[config.mk]
export PLATFORM = sky130hd
export DESIGN_NAME = debounce_edge_counter
export DESIGN_NICKNAME = d
export VERILOG_FILES = /design/src/rtl/debounce_edge_counter.sv
export SDC_FILE = /design/constraint.sdc
export NUM_CORES = 1
export LEC_CHECK = 0
export ABC_CLOCK_PERIOD_IN_PS = 1650
export CELL_PAD_IN_SITES_DETAIL_PLACEMENT = 0
export CELL_PAD_IN_SITES_GLOBAL_PLACEMENT = 1
export CORE_MARGIN = 2
export CORE_UTILIZATION = 45
export DETAILED_ROUTE_END_ITERATION = 10
export DONT_BUFFER_PORTS = 1
export MAX_ROUTING_LAYER = met4
export PLACE_DENSITY = 0.76
export SLEW_MARGIN = 20
export SYNTH_ARGS = -nofsm -noshare
export SYNTH_HDL_FRONTEND = slang
export SYNTH_SLANG_ARGS = --single-unit
[constraint.sdc]
create_clock -name clk -period 1.65 [get_ports clk]
set_input_delay 0.0825 -clock clk [delete_from_list [all_inputs] [get_ports clk]]
set_output_delay 0.0825 -clock clk [all_outputs]
set_load 0.01 [all_outputs]
[src/rtl/debounce_edge_counter.sv]
// Debounce filter with edge pulses and a saturating rising-event counter.
// The input is already synchronised upstream. A new level is accepted only
// after it has been sampled on DEBOUNCE_CYCLES consecutive clock edges.
// All outputs come straight from flops.
module debounce_edge_counter #(
  parameter int DEBOUNCE_CYCLES = 4,
  parameter int COUNT_WIDTH     = 4
) (
  input  logic                   clk,
  input  logic                   n_rst,
  input  logic                   sync_in,
  input  logic                   clear,
  output logic                   stable_out,
  output logic                   rise_pulse,
  output logic                   fall_pulse,
  output logic [COUNT_WIDTH-1:0] event_count,
  output logic                   overflow
);

  localparam int CW = $clog2(DEBOUNCE_CYCLES + 1);
  localparam logic [CW-1:0]          CNT_LAST = CW'(DEBOUNCE_CYCLES - 1);
  localparam logic [CW-1:0]          CNT_ONE  = CW'(1);
  localparam logic [CW-1:0]          CNT_ZERO = CW'(0);
  localparam logic [COUNT_WIDTH-1:0] EVT_MAX  = {COUNT_WIDTH{1'b1}};
  localparam logic [COUNT_WIDTH-1:0] EVT_ONE  = COUNT_WIDTH'(1);

  typedef enum logic [1:0] {
    ST_LOW      = 2'd0,
    ST_CHK_HIGH = 2'd1,
    ST_HIGH     = 2'd2,
    ST_CHK_LOW  = 2'd3
  } state_t;

  state_t                   state_q;
  logic [CW-1:0]            cnt_q;
  logic                     stable_q;
  logic                     rise_q;
  logic                     fall_q;
  logic [COUNT_WIDTH-1:0]   count_q;
  logic [COUNT_WIDTH-1:0]   count_d;
  logic                     ovf_q;
  logic                     ovf_d;
  logic                     rise_evt_s;

  // A rising transition is accepted on the edge that completes a high run.
  assign rise_evt_s = (state_q == ST_CHK_HIGH) && sync_in && (cnt_q == CNT_LAST);

  // Debounce FSM; stable level and pulses are registered alongside the state.
  always_ff @(posedge clk or negedge n_rst) begin
    if (!n_rst) begin
      state_q  <= ST_LOW;
      cnt_q    <= CNT_ZERO;
      stable_q <= 1'b0;
      rise_q   <= 1'b0;
      fall_q   <= 1'b0;
    end else begin
      rise_q <= 1'b0;
      fall_q <= 1'b0;
      case (state_q)
        ST_LOW: begin
          if (sync_in) begin
            state_q <= ST_CHK_HIGH;
            cnt_q   <= CNT_ONE;
          end else begin
            cnt_q   <= CNT_ZERO;
          end
        end
        ST_CHK_HIGH: begin
          if (!sync_in) begin
            // Glitch: fall back to the stable low level without a pulse.
            state_q <= ST_LOW;
            cnt_q   <= CNT_ZERO;
          end else if (cnt_q == CNT_LAST) begin
            state_q  <= ST_HIGH;
            cnt_q    <= CNT_ZERO;
            stable_q <= 1'b1;
            rise_q   <= 1'b1;
          end else begin
            cnt_q <= cnt_q + CNT_ONE;
          end
        end
        ST_HIGH: begin
          if (!sync_in) begin
            state_q <= ST_CHK_LOW;
            cnt_q   <= CNT_ONE;
          end else begin
            cnt_q   <= CNT_ZERO;
          end
        end
        ST_CHK_LOW: begin
          if (sync_in) begin
            state_q <= ST_HIGH;
            cnt_q   <= CNT_ZERO;
          end else if (cnt_q == CNT_LAST) begin
            state_q  <= ST_LOW;
            cnt_q    <= CNT_ZERO;
            stable_q <= 1'b0;
            fall_q   <= 1'b1;
          end else begin
            cnt_q <= cnt_q + CNT_ONE;
          end
        end
        default: begin
          // Unreachable encoding: recover to the safe low state.
          state_q  <= ST_LOW;
          cnt_q    <= CNT_ZERO;
          stable_q <= 1'b0;
        end
      endcase
    end
  end

  // Next value of the event counter and sticky overflow; clear wins over a rise.
  always_comb begin
    count_d = count_q;
    ovf_d   = ovf_q;
    if (clear) begin
      count_d = {COUNT_WIDTH{1'b0}};
      ovf_d   = 1'b0;
    end else if (rise_evt_s) begin
      if (count_q != EVT_MAX) begin
        count_d = count_q + EVT_ONE;
      end else begin
        ovf_d = 1'b1;
      end
    end else begin
      count_d = count_q;
      ovf_d   = ovf_q;
    end
  end

  // Event counter and overflow registers.
  always_ff @(posedge clk or negedge n_rst) begin
    if (!n_rst) begin
      count_q <= {COUNT_WIDTH{1'b0}};
      ovf_q   <= 1'b0;
    end else begin
      count_q <= count_d;
      ovf_q   <= ovf_d;
    end
  end

  assign stable_out  = stable_q;
  assign rise_pulse  = rise_q;
  assign fall_pulse  = fall_q;
  assign event_count = count_q;
  assign overflow    = ovf_q;

endmodule

* Word-level counts from Yosys, hierarchy flattened
Index checks and enable logic that the tools add are counted.
** Cells by class
- $add $sub $neg :: 2
- Eq/ne operators :: 14
- Muxes and demuxes :: 29
- Reductions and logical operators :: 10
** Operator list (number)
- $mux 1 :: 14
- $mux 2 :: 6
- $mux 4 :: 3
- $ne 2x2->1 const B :: 6
- $pmux 3 s4 :: 1
- $mux 3 :: 3
- $pmux 2 s4 :: 1
- $reduce_bool 2->1 :: 3
- $reduce_and 5->1 :: 1
- $add 4x1->4 const B :: 1
- $eq 2x2->1 const B :: 2
- $ne 4x4->1 const B :: 1
- $reduce_and 2->1 :: 2
- $reduce_and 4->1 :: 1
- $add 3x1->3 const B :: 1
- $eq 3x2->1 const B :: 1
- $ne 3x2->1 const B :: 1
- $ne 3x3->1 const B :: 1
- $eq 2x1->1 const B :: 1
- $logic_and 1x1->1 :: 2
- $logic_not 2->1 :: 1
- $ne 2x1->1 const B :: 1
- $pmux 1 s2 :: 1
** Word-level totals
- Flip-flop bits (word level) :: 13
- Input bits :: 4
- Logic and storage cells :: 62

* Logic depth before layout (Yosys ltp)
- Depth in word-level cells :: 5
- Mapped depth :: 4

* Worst setup path after synthesis
Ideal clock, no wire load.
- Kind :: reg2reg
- From :: register count_q[0], in the netlist event_count[0]
- To :: register count_q[0], in the netlist event_count[0]
- Arrival :: 1347 ps
- Data required time :: 1522 ps
- Setup slack :: 176 ps
- Cell stages (with the launch flop) :: 5
- Buffers on the path :: 0
- Clock period less this slack :: 1474 ps
- Cells stage by stage :: dfrtp_1 > ha_1 > and3_1 > nor3_2 > mux2_1
** Between the ends
- Cells in the longest elaborated chain, start to end :: 4
- Elaborated cells between the ends (all ways) :: 7
- Classes of those cells :: add/sub (1); eq/ne (1); mux (3); reduce/logical (2)
** RTL lines
- start, declared :: line 39 : logic [COUNT_WIDTH-1:0] count_q;
- start signal, assigned :: line 135 : count_q <= {COUNT_WIDTH{1'b0}};
- start signal, assigned :: line 138 : count_q <= count_d;
- $add 4x1->4 :: line 122 : count_d = count_q + EVT_ONE;
- $mux 4 :: line 121 : if (count_q != EVT_MAX) begin
- $mux 4 :: line 120 : end else if (rise_evt_s) begin
- $mux 4 :: line 117 : if (clear) begin
Several ways; a longest one is shown, not always the timed one. The select of a mux whose other input is x is not followed.
A chain may end at the register's enable or synchronous reset.

* Worst setup path in the final report
Same ends and word-level chain as after synthesis.

==> flow_results.org <==
** Pwr
- In this run the power density over the cells is 1110 mW/mm^2.
- The worst-case IR drop observed on VDD is 0.496 mV.
- In this run the static leakage power is 0.338 nW.
- After layout, the design draws a total of between 0.0007 and 0.0008 W.

** Placed design
- In this run the cell area measured after placement is 648 sq um.
- Estimated wirelength of the detail-placed design :: 830 um
- Buffers on Ports :: 0
- At the end of routability-driven placement, the weighted congestion stood at 0.733.
- Once placement completed, the tool counted placed cells totaling 68.

** CTS
- Clock tree sinks :: 13
- Reg clk slew, reported paths :: 80 ps
- Number of CTS-inserted buffers :: 3
- For this design, the CTS-stage hold fixing added 3 buffers.
- In this run the number of H-tree levels came out at 1.
- Buffer levels on the longest clock path :: 2
- In this run the post-CTS setup repair buffer count came out at 0.
- Post-CTS Resized :: 0
- At the later pin of the worst-skew pair, clock insertion delay measures ~270 ps.
- TritonCTS built the clock tree.
- Cell chosen for the clock root :: sky130_fd_sc_hd__clkbuf_4

** Global route
- Initial antenna violation count :: 0
- The first global-routing pass estimated between 1500 and 2000 um of wire.
- Entering global routing, the biggest net connects 14 pins.
- The total overflow left after global routing is 0.
- Vias in the first global route :: 418
- GRT Resource Usage Total :: 0.176

** Route
- Dividing the detail-routed wire length by the instance count gives 15.5 um.
- Violation count after the first detailed-route iteration :: 9
- Average via count per standard cell :: 5.60
- Via count of the routed design :: 420
- Signal routing reaches up to met3.
- The first detailed-routing pass ran for 4 iterations.
- Met3 wire length :: around 89 um
- DRC violation count after routing :: 0
- Routed wire length :: 1160 um
- The detail route stage leaves a number of antenna-violating nets equal to 0.
- Detailed routing placed a total of approximately 590 um of wire on met2.
- Routed metal-1 wire length :: 480 um

** Worst setup path
- STA puts the critical path data required time at 1810 ps.
- Reg-to-reg slack, setup :: 160 ps
- The number of cells on the worst reg-to-reg path is 4.
- In this run the critical register-to-register path is captured at event_count[0]$_DFFE_PN0P_.
- Largest fanout on the critical path :: 3
- The worst setup path is of the reg2reg kind.
- STA classifies the critical path endpoint as a register.
- STA puts the critical path data arrival time at ~1700 ps.
- Type of origin of the critical path :: register
- Reg2reg start :: event_count[0]$_DFFE_PN0P_

** STA
- Total negative setup slack :: 0 ps
- Final worst clock skew :: between 7 and 8 ps
- Setup-failing EPs final :: 0
- Max Freq :: 669 MHz
- Period Utilization, post-route :: 0.906
- Worst-margin pin slew :: around 560 ps
- Unrepaired setup endpoints after global routing :: false
- Period minus WS final :: about 1500 ps
- The final-report max-slew violation count was 0.
- Worst max-slew margin expressed relative to the limit :: 0.626
- The number of hold violations in the final report was 0.

** Floorplan
- Initial standard-cell utilization of the core :: 0.478
- Area of the die :: 0.00168 sq mm
- Die outline height :: 41.0 um
- Core region area :: 0.00128 sq mm
- Die extent in x :: 41.0 um
- Row generation in the floorplan step produced 13 rows.
- 12 I/O pins were placed.

** Run status
- The flow ran to the end, and the final reports show no timing, DRC or antenna violations.

** Synthesis
- Register area share after synthesis :: 0.530
- Multiplexer fraction of the synthesized cell area :: 0.0713
- Of the total synthesized cell area, the portion taken by AND, OR, NAND and NOR gates is 0.234.
- Most used flip-flop cell after synthesis :: sky130_fd_sc_hd__dfrtp_1
- Compound-cell area share of the yosys netlist :: 0.0978
- Counting flops with a built-in enable in the synthesized netlist gives 0.
- After synthesis, the mean cell area works out to ~12 sq um.
- Of the total synthesized cell area, the portion taken by XOR and XNOR cells is 0.0143.
- FF+latch count, synth :: 13
- In the synthesized netlist the async set-or-reset flop fraction comes to 1.00.
- Yosys mapped the design onto 25 distinct sky130hd cell types.
- The number of nets in the synthesized netlist is 57.
- Number of warnings reported in the yosys synthesis log :: 0
- In this run the cell area of the synthesized design comes to 614 sq um.
- Synthesis produced a netlist whose cell count is 51.
- Of the total synthesized cell area, the portion taken by full adders, half adders and majority gates is 0.0407.
- Combinational family with the most area after synthesis :: simple AND/OR/NAND/NOR gates

** Layout
- Multi-input logic area :: 282 sq um
- Layout area overhead :: 14.9%
- Counting the fill cells in the layout gives 103.
- Diodes inserted :: 0
- Nets :: 67
- Layout Cells excl Fill :: 75
- Proportion of layout cells with a drive suffix above 1 :: 0.167
- Across the whole layout, storage elements account for 325 sq um.
- After routing the design area is 706 sq um.

** Worst hold path
- The worst hold path begins at clear.
- The worst hold path terminates at event_count[3]$_DFFE_PN0P_.
- The worst hold path was traced through 2 stages.
- The tightest min-delay check is of the in2reg type.

** Job
- Max-cap violations in this run came to 0.
-- metal layers --
| metal | vias to the layer above | track usage |
|---|---|---|
| li1 | 200 | - |
| met1 | 200 | 0.183 |
| met2 | 20 | 0.293 |
| met3 | 0 | 0.0489 |
| met4 | 0 | 0.100 |
| met5 | - | - |
-- registers in the layout, indices dropped and copies added (netlist names), named ones only --
register and cells:
rise_pulse 1, fall_pulse 1, state_q 1, cnt_q 3, event_count 4, overflow 1
stable_out 1
-- where the power goes --
group / switching [W] / internal (W) / total (W)
Sequential: 0.0000481 / 0.000372 / 0.000421
Clock: 0.000104 / 0.0000897 / 0.000194
Combinational: 0.0000822 / 0.0000831 / 0.000165
-- per-stage QoR --
step / hold WS (ps) / setup slack, ps / utilization
floorplan: -213 / 176 / -
global placement: -213 / 241 / 0.504
detailed placement: -213 / 181 / 0.504
CTS: 31.2 / 172 / 0.549
global route: 29.1 / 119 / 0.549
finish: 39.2 / 155 / 0.549
-- cells in the final DEF (no fill, tap or decap), types with 2 or more instances in the layout --
cell type	instances
sky130_fd_sc_hd__nor2_1	3
sky130_fd_sc_hd__and2_1	2
sky130_fd_sc_hd__inv_1	2
sky130_fd_sc_hd__buf_4	2
sky130_fd_sc_hd__nand2b_1	2
sky130_fd_sc_hd__clkbuf_4	3
sky130_fd_sc_hd__nor2b_1	3
sky130_fd_sc_hd__dfrtp_1	13
sky130_fd_sc_hd__dlygate4sd3_1	3
sky130_fd_sc_hd__mux2_1	3
sky130_fd_sc_hd__nor3b_1	4
sky130_fd_sc_hd__o21ai_0	2
sky130_fd_sc_hd__ha_1	2
-- kinds of logic (layout without fill, tap and decap cells) --
logic type	Yosys count	in the layout
buf+inv	2	11
simple gates	21	21
xor+xnor	1	1
mux	4	4
compound gates	8	8
fa+ha+maj	2	2
flops	13	13
-- cell usage after synthesis (2+ instances only) --
library cell / n / area (sq um)
sky130_fd_sc_hd__dfrtp_1: 13 / 325
sky130_fd_sc_hd__nor3b_1: 4 / 30.0
sky130_fd_sc_hd__mux2_1: 3 / 33.8
sky130_fd_sc_hd__nor2_1: 3 / 11.3
sky130_fd_sc_hd__nor2b_1: 3 / 18.8
sky130_fd_sc_hd__and2_1: 2 / 12.5
sky130_fd_sc_hd__ha_1: 2 / 25.0
sky130_fd_sc_hd__inv_1: 2 / 7.51
sky130_fd_sc_hd__nand2b_1: 2 / 12.5
sky130_fd_sc_hd__o21ai_0: 2 / 10.0
-- critical path, stage by stage, from the launching register on --
cell	delay [ps]
sky130_fd_sc_hd__dfrtp_1	400
sky130_fd_sc_hd__ha_1	240
sky130_fd_sc_hd__and3_1	210
sky130_fd_sc_hd__nor3_2	190
sky130_fd_sc_hd__mux2_1	350
-- area by class of cell --
type | instances | share of cell area
Tap cell | 15 | 0.0266
Timing Repair Buffer | 5 | 0.0638
Multi-Input combinational cell | 36 | 0.399
Sequential cell | 13 | 0.461
Inverter | 2 | 0.0106
Clock inverter | 1 | 0.00709
Clock buffer | 3 | 0.0319
-- worst max path at each step --
stage                     depth (start not counted)                  startpoint                         end  slack, ps
final                                             4  event_count[0]$_DFFE_PN0P_  event_count[0]$_DFFE_PN0P_        160
after global routing                              4          cnt_q[0]$_DFF_PN0_  event_count[0]$_DFFE_PN0P_        120
after CTS                                         4  event_count[0]$_DFFE_PN0P_  event_count[0]$_DFFE_PN0P_        170
after detailed placement                          4  event_count[0]$_DFFE_PN0P_  event_count[0]$_DFFE_PN0P_        180
after global placement                            4  event_count[0]$_DFFE_PN0P_  event_count[0]$_DFFE_PN0P_        240
after floorplan                                   4  event_count[0]$_DFFE_PN0P_  event_count[0]$_DFFE_PN0P_        180
Power figures use the tool's default switching activity.
